===== config.mk =====
export PLATFORM = sky130hd
export DESIGN_NAME = logic_unit_pipe
export DESIGN_NICKNAME = d
export VERILOG_FILES = /design/src/rtl/logic_unit_pkg.sv /design/src/rtl/logic_op_core.sv /design/src/rtl/logic_unit_pipe.sv
export SDC_FILE = /design/constraint.sdc
export NUM_CORES = 1
export LEC_CHECK = 0
export ABC_CLOCK_PERIOD_IN_PS = 3500
export BUFFER_PORTS_ARGS = -buffer_cell sky130_fd_sc_hd__buf_2
export CAP_MARGIN = 5
export CELL_PAD_IN_SITES_DETAIL_PLACEMENT = 1
export CELL_PAD_IN_SITES_GLOBAL_PLACEMENT = 1
export CORE_MARGIN = 2
export CORE_UTILIZATION = 43
export DETAILED_ROUTE_END_ITERATION = 8
export MAX_ROUTING_LAYER = met4
export PLACE_DENSITY_LB_ADDON = 0.1
export SKIP_LAST_GASP = 1
export SLEW_MARGIN = 10
export SYNTH_ARGS = -nofsm -noshare
export SYNTH_HDL_FRONTEND = slang
export SYNTH_SLANG_ARGS = --single-unit

===== constraint.sdc =====
create_clock -name clk -period 3.5 [get_ports clk]
set_input_delay 0 -clock clk [delete_from_list [all_inputs] [get_ports clk]]
set_output_delay 0 -clock clk [all_outputs]
set_load 0.01 [all_outputs]

===== src/rtl/logic_unit_pkg.sv =====
// Shared definitions for the pipelined bitwise logic unit: op codes and FSM states.
package logic_unit_pkg;

  localparam logic [2:0] OP_AND  = 3'd0;
  localparam logic [2:0] OP_OR   = 3'd1;
  localparam logic [2:0] OP_NOT  = 3'd2;
  localparam logic [2:0] OP_NAND = 3'd3;
  localparam logic [2:0] OP_NOR  = 3'd4;
  localparam logic [2:0] OP_XOR  = 3'd5;
  localparam logic [2:0] OP_XNOR = 3'd6;
  localparam logic [2:0] OP_PASS = 3'd7;

  typedef enum logic {
    ST_IDLE  = 1'b0,
    ST_ACCUM = 1'b1
  } state_t;

endpackage


===== src/rtl/logic_op_core.sv =====
// Purely combinational bitwise function f(x, y, op); NOT and PASS look only at x.
module logic_op_core
  import logic_unit_pkg::*;
#(
  parameter int WIDTH = 8
) (
  input  logic [2:0]       i_op,
  input  logic [WIDTH-1:0] i_x,
  input  logic [WIDTH-1:0] i_y,
  output logic [WIDTH-1:0] o_f
);

  always_comb begin
    // NOTE: default assignment first, so no path through the case leaves o_f
    // unassigned and no latch is inferred.
    o_f = '0;
    case (i_op)
      OP_AND:  o_f = i_x & i_y;
      OP_OR:   o_f = i_x | i_y;
      OP_NOT:  o_f = ~i_x;
      OP_NAND: o_f = ~(i_x & i_y);
      OP_NOR:  o_f = ~(i_x | i_y);
      OP_XOR:  o_f = i_x ^ i_y;
      OP_XNOR: o_f = ~(i_x ^ i_y);
      OP_PASS: o_f = i_x;
      default: o_f = '0;
    endcase
  end

endmodule


===== src/rtl/logic_unit_pipe.sv =====
// Registered bitwise logic unit with valid/ready flow control, one-cycle latency,
// optional multi-beat accumulation and result flags (zero, all-ones, parity).
module logic_unit_pipe
  import logic_unit_pkg::*;
#(
  parameter int WIDTH  = 8,
  parameter int ACC_EN = 1,
  parameter int CNT_W  = 8
) (
  input  logic             clk,
  input  logic             rst,
  input  logic             in_valid,
  output logic             in_ready,
  input  logic [2:0]       op,
  input  logic             acc,
  input  logic             last,
  input  logic [WIDTH-1:0] a,
  input  logic [WIDTH-1:0] b,
  output logic             out_valid,
  input  logic             out_ready,
  output logic [WIDTH-1:0] result,
  output logic             zero,
  output logic             ones,
  output logic             parity,
  output logic [CNT_W-1:0] beats
);

  localparam logic [CNT_W-1:0] CNT_MAX = '1;
  localparam logic [CNT_W-1:0] CNT_ONE = CNT_W'(1);

  state_t           r_state;
  logic [WIDTH-1:0] r_accum;
  logic [CNT_W-1:0] r_count;
  logic             r_out_valid;
  logic [WIDTH-1:0] r_result;
  logic             r_zero;
  logic             r_ones;
  logic             r_parity;
  logic [CNT_W-1:0] r_beats;

  logic             w_in_ready;
  logic             w_accept;
  logic             w_acc;
  logic             w_in_accum;
  logic             w_emit;
  logic [WIDTH-1:0] w_x;
  logic [WIDTH-1:0] w_f;
  logic [CNT_W-1:0] w_count_inc;
  logic [CNT_W-1:0] w_beats_next;

  // A stalled result blocks new beats; ready never depends on in_valid.
  assign w_in_ready = !r_out_valid || out_ready;
  assign w_accept   = in_valid && w_in_ready;

  assign w_acc      = (ACC_EN != 0) && acc;
  assign w_in_accum = (r_state == ST_ACCUM);
  assign w_x        = w_in_accum ? r_accum : a;

  // In ACCUM only the closing beat emits; in IDLE everything but an opening
  // multi-beat accumulation emits.
  assign w_emit = w_in_accum ? last : (!w_acc || last);

  assign w_count_inc  = (r_count == CNT_MAX) ? r_count : r_count + CNT_ONE;
  assign w_beats_next = w_in_accum ? w_count_inc : CNT_ONE;

  logic_op_core #(
    .WIDTH(WIDTH)
  ) u_core (
    .i_op(op),
    .i_x (w_x),
    .i_y (b),
    .o_f (w_f)
  );

  always_ff @(posedge clk or posedge rst) begin
    if (rst) begin
      r_state     <= ST_IDLE;
      r_accum     <= '0;
      r_count     <= '0;
      r_out_valid <= 1'b0;
      r_result    <= '0;
      r_zero      <= 1'b0;
      r_ones      <= 1'b0;
      r_parity    <= 1'b0;
      r_beats     <= '0;
    end else begin
      // NOTE: non-blocking assignments, so every branch below reads the
      // pre-edge register values regardless of statement order.
      if (w_accept) begin
        if (w_in_accum) begin
          if (last) begin
            r_state <= ST_IDLE;
            r_accum <= '0;
            r_count <= '0;
          end else begin
            r_accum <= w_f;
            r_count <= w_count_inc;
          end
        end else if (!w_emit) begin
          r_state <= ST_ACCUM;
          r_accum <= w_f;
          r_count <= CNT_ONE;
        end
      end

      // Result and flags only move on an emitting beat, so they hold under stall.
      if (w_accept && w_emit) begin
        r_out_valid <= 1'b1;
        r_result    <= w_f;
        r_zero      <= (w_f == '0);
        r_ones      <= &w_f;
        r_parity    <= ^w_f;
        r_beats     <= w_beats_next;
      end else if (out_ready) begin
        r_out_valid <= 1'b0;
      end
    end
  end

  assign in_ready  = w_in_ready;
  assign out_valid = r_out_valid;
  assign result    = r_result;
  assign zero      = r_zero;
  assign ones      = r_ones;
  assign parity    = r_parity;
  assign beats     = r_beats;

endmodule


==> results by stage <==
Run status:
- The flow ran to the end, and the final reports show no timing, DRC or antenna violations.

Setup path:
- The capture point of the worst path is parity.
- The maximum fanout count along the critical path is 9.
- The signal arrival time at the worst endpoint is 3250 ps.
- The worst setup path startpoint is r_state.
- The launching element type of the critical path is a flip-flop.
- The reg-to-reg endpoint is parity.
- The data required time at the worst endpoint is 3650 ps.
- The sort of element at the end of the critical path is a flip-flop.
- The startpoint of the worst register-to-register path is r_state.
- The type of the worst setup path is flip-flop to flip-flop.
- In this run the register-to-register setup slack is 400 ps.
- The path depth of the worst reg2reg path is 11.

Floorplanning:
- In this run the standard cell core region covers 6422 sq um.
- The top-level port count is 46.
- The die height is 86 microns.
- The die area is 7396 sq um.
- The initial cell density of the core is 45.02%.
- Row generation in the floorplan step produced 29 rows.
- The width of the chip is 86 microns.

STA:
- The final-layout worst hold slack is 46.64 ps.
- After layout, the worst path uses 88.60% of the clock period.
- The actual transition at the worst max-transition pin is 729.9 ps.
- Setup violations remaining at the end of the flow were counted as 0.
- The count of pins over their slew limit was 0.
- The total count of hold-check failures in the final report is 0.
- The worst pin sits at a relative slew slack of 51.23%.
- Based on the critical path, the design can be clocked at up to 322.5 MHz.
- Setup repair after global routing left no endpoint under its margin.
- The shortest period the worst path allows is around 3100 ps.
- In the final timing run, aggregate negative setup slack is 0 ps.
- Between clock sinks in the finished design, the worst skew comes to roughly 3.2 ps.

Detailed routing:
- After detailed routing, the number of vias per cell comes to about 5.7.
- The total detailed-routing wirelength is 7320 microns.
- The detailed-router iteration count before antenna repair is 4.
- The first routing iteration left 74 violations.
- After detailed routing, the average wire length per cell comes to between 15 and 20 microns.
- In this run the remaining antenna-violating nets after routing total 0.
- The total via count after detailed routing is 2,594.
- The final routed DRC violation total is 0.

Global routing:
- Entering global routing, the biggest net connects 43 pins.
- The via count of the first global-routing pass is around 2,600.
- The number of antenna violations at the first check in global routing came to 0.
- Global routing consumed, over all layers together, 22.06% of the routing resources.
- The wire length of the first global-routing pass is 12,720 microns.
- The remaining global-route overflow is 0.

Layout:
- Cells with a size suffix above 1 make up 20.26% of the layout.
- The cell area after layout is 3288 sq um.
- Leaving out filler cells and counting taps, the final layout contains 457.
- The total inserted antenna cells is 0.
- The number of nets in the layout is 429.
- Compared with the post-synthesis result, the final layout area differs by 13.72%.

CTS:
- The clock-pin slew on the worst setup and hold paths is 80 ps.
- The clock drives 37 sinks.
- The number of buffers inserted during clock tree synthesis is 5.
- The clock latency at the later pin of the worst-skew pair is ~290 ps.
- CTS placed an instance of clkbuf_8 at the clock tree root.
- TritonCTS built the clock tree.
- The H-tree generated during clock tree synthesis spans 2 levels.
- In this run the post-CTS setup repair buffer count came out at 0.
- The number of buffers on the longest clock path is 2.

Placement:
- The number of placed instances with taps included is 447.
- The count of input and output buffers is 45.
- After detailed placement, the total cell area comes to 3134 sq um.
- The last weighted congestion value of the routability-driven placer is 0.8348.
- The placed wire-length estimate is 5561 microns.

Min path:
- The path class of the tightest hold or removal check is input pin to flip-flop.
- The worst hold path begins at out_ready.

Synth:
- The top cell type's share of synthesized area is 32.02%.
- The count of cell types in the netlist is 53.
- The warning count from the yosys run is 0.
- When the netlist entered floorplanning its net count stood at 389.
- The post-synthesis instance total is 339.
- After synthesis, the share of flip-flops with an asynchronous set or reset is 100.0%.
- By area the synthesized netlist is led by dfrtp_1 (32%), ha_1 (11%), nand2_1 (5.2%).
- The most used flip-flop cell after synthesis is dfrtp_1.
- The fraction of the yosys area taken by sequential cells is 32.02%.
- The synthesized area per cell is 8.530 sq um.
- The post-synth design cell area is 2892 sq um.
- Yosys mapped a number of flops with a built-in enable equal to 0.
- The count of state elements after synthesis is 37.
- Of all cell types, the one taking the most synthesized area is dfrtp_1.

Run:
- The number of maximum-capacitance constraint violations is 0.

Power:
- Total power for the finished layout comes to ~0.0015 W.
- The leakage component of the power is 1.599 nW.
- The cell area power density is approximately 460 nW/um^2.
- The maximum vdd drop is 0.2744 mV.
power breakdown:
group	internal, W	total, W	switching (W)
Combinational	0.000234	0.000520	0.000286
Clock	0.000283	0.000441	0.000157
Sequential	0.000501	0.000557	0.0000562
state kept, by name, summed over array words and instances (netlist names):
signal and count:
parity 1, beats 8, out_valid 1, result 8, r_accum 8, r_state 1, ones 1, zero 1
r_count 8
metal layers:
metal  vias to the layer above  track usage [%]  share of wire [%]
li1                       1271                -                  -
met1                      1261            31.25                 50
met2                        56            33.90                 46
met3                         6            3.272                3.6
met4                         0            3.896               0.53
met5                         -                -                  0
cell usage after synthesis, types with 2 or more instances:
cell / count
mux2i_1: 9
and2_1: 3
o22ai_1: 6
nand3_1: 6
o2bb2ai_1: 5
a21oi_1: 17
and3_1: 2
a211o_1: 2
and3b_1: 3
a31oi_1: 6
nor3b_1: 3
nand4_1: 4
dfrtp_1: 37
o32ai_1: 2
nor2_1: 20
o21ai_0: 28
mux2_2: 8
a22o_1: 5
xnor2_1: 6
inv_1: 31
nor4b_1: 3
o21ai_2: 2
inv_2: 2
buf_6: 4
ha_1: 25
buf_2: 6
nor4bb_1: 2
nand4bb_1: 3
nand3b_1: 3
clkbuf_1: 7
nand2_1: 40
nand2b_1: 6
o211ai_1: 2
nor3_1: 10
nor2b_1: 3
cell type report:
cell class              count  area [sq um]
clock buffers               5         68.82
clock inverters             3         65.06
fillers                   813          3134
inverters                  33         123.9
multi-input cells         251          1733
flip-flops and latches     37         925.9
well taps                  77         96.34
repair buffers             51         275.3
how the worst min path moves through the flow:
stage | cells past startpoint | endpoint | slack (ps)
finish | 4 | out_valid | 50
global route | 4 | out_valid | 80
CTS | 4 | out_valid | 50
detailed placement | 3 | beats[3] | 150
global placement | 3 | beats[5] | 140
floorplan | 1 | r_count[0] | 110
cell usage in the layout (no fill, tap or decap), types with 6 or more instances in the layout:
cell      instances
a31oi_1           6
nand2b_1          6
buf_2            45
nor2_1           20
nand3_1           6
dfrtp_1          37
nand2_1          40
xnor2_1           6
inv_1            31
o21ai_0          28
mux2i_1           9
nor3_1           10
o22ai_1           6
ha_1             25
mux2_2            8
a21oi_1          17
per-stage QoR:
step | setup WS, ps | utilization, %
floorplan | 956.8 | -
global placement | 428.0 | 48.80
detailed placement | 389.9 | 48.80
CTS | 377.1 | 51.20
global route | 66.21 | 51.20
finish | 399.0 | 51.20
cell families after synthesis:
kind of cell / synth area share, %
compound gates: 19.86
xor+xnor: 1.817
fa+ha+maj: 10.82
buf+inv: 8.049
flops: 32.02
mux: 6.707
simple gates: 20.73
critical path, stage by stage, from the launching register on:
cell and delay (ps):
dfrtp_1 640, mux2i_1 410, ha_1 310, nand3b_1 170
a21oi_1 220, nor4b_1 90, o2bb2ai_1 300, inv_1 100
ha_1 320, xnor2_1 180, xnor2_1 140, o21ai_0 80
repair_timing:
item / CTS / global route
hold endpoints to repair: 38 / 0
hold buffers: 2 / 0
resized for setup: 0 / 0
(Power assumes the default switching activity.)
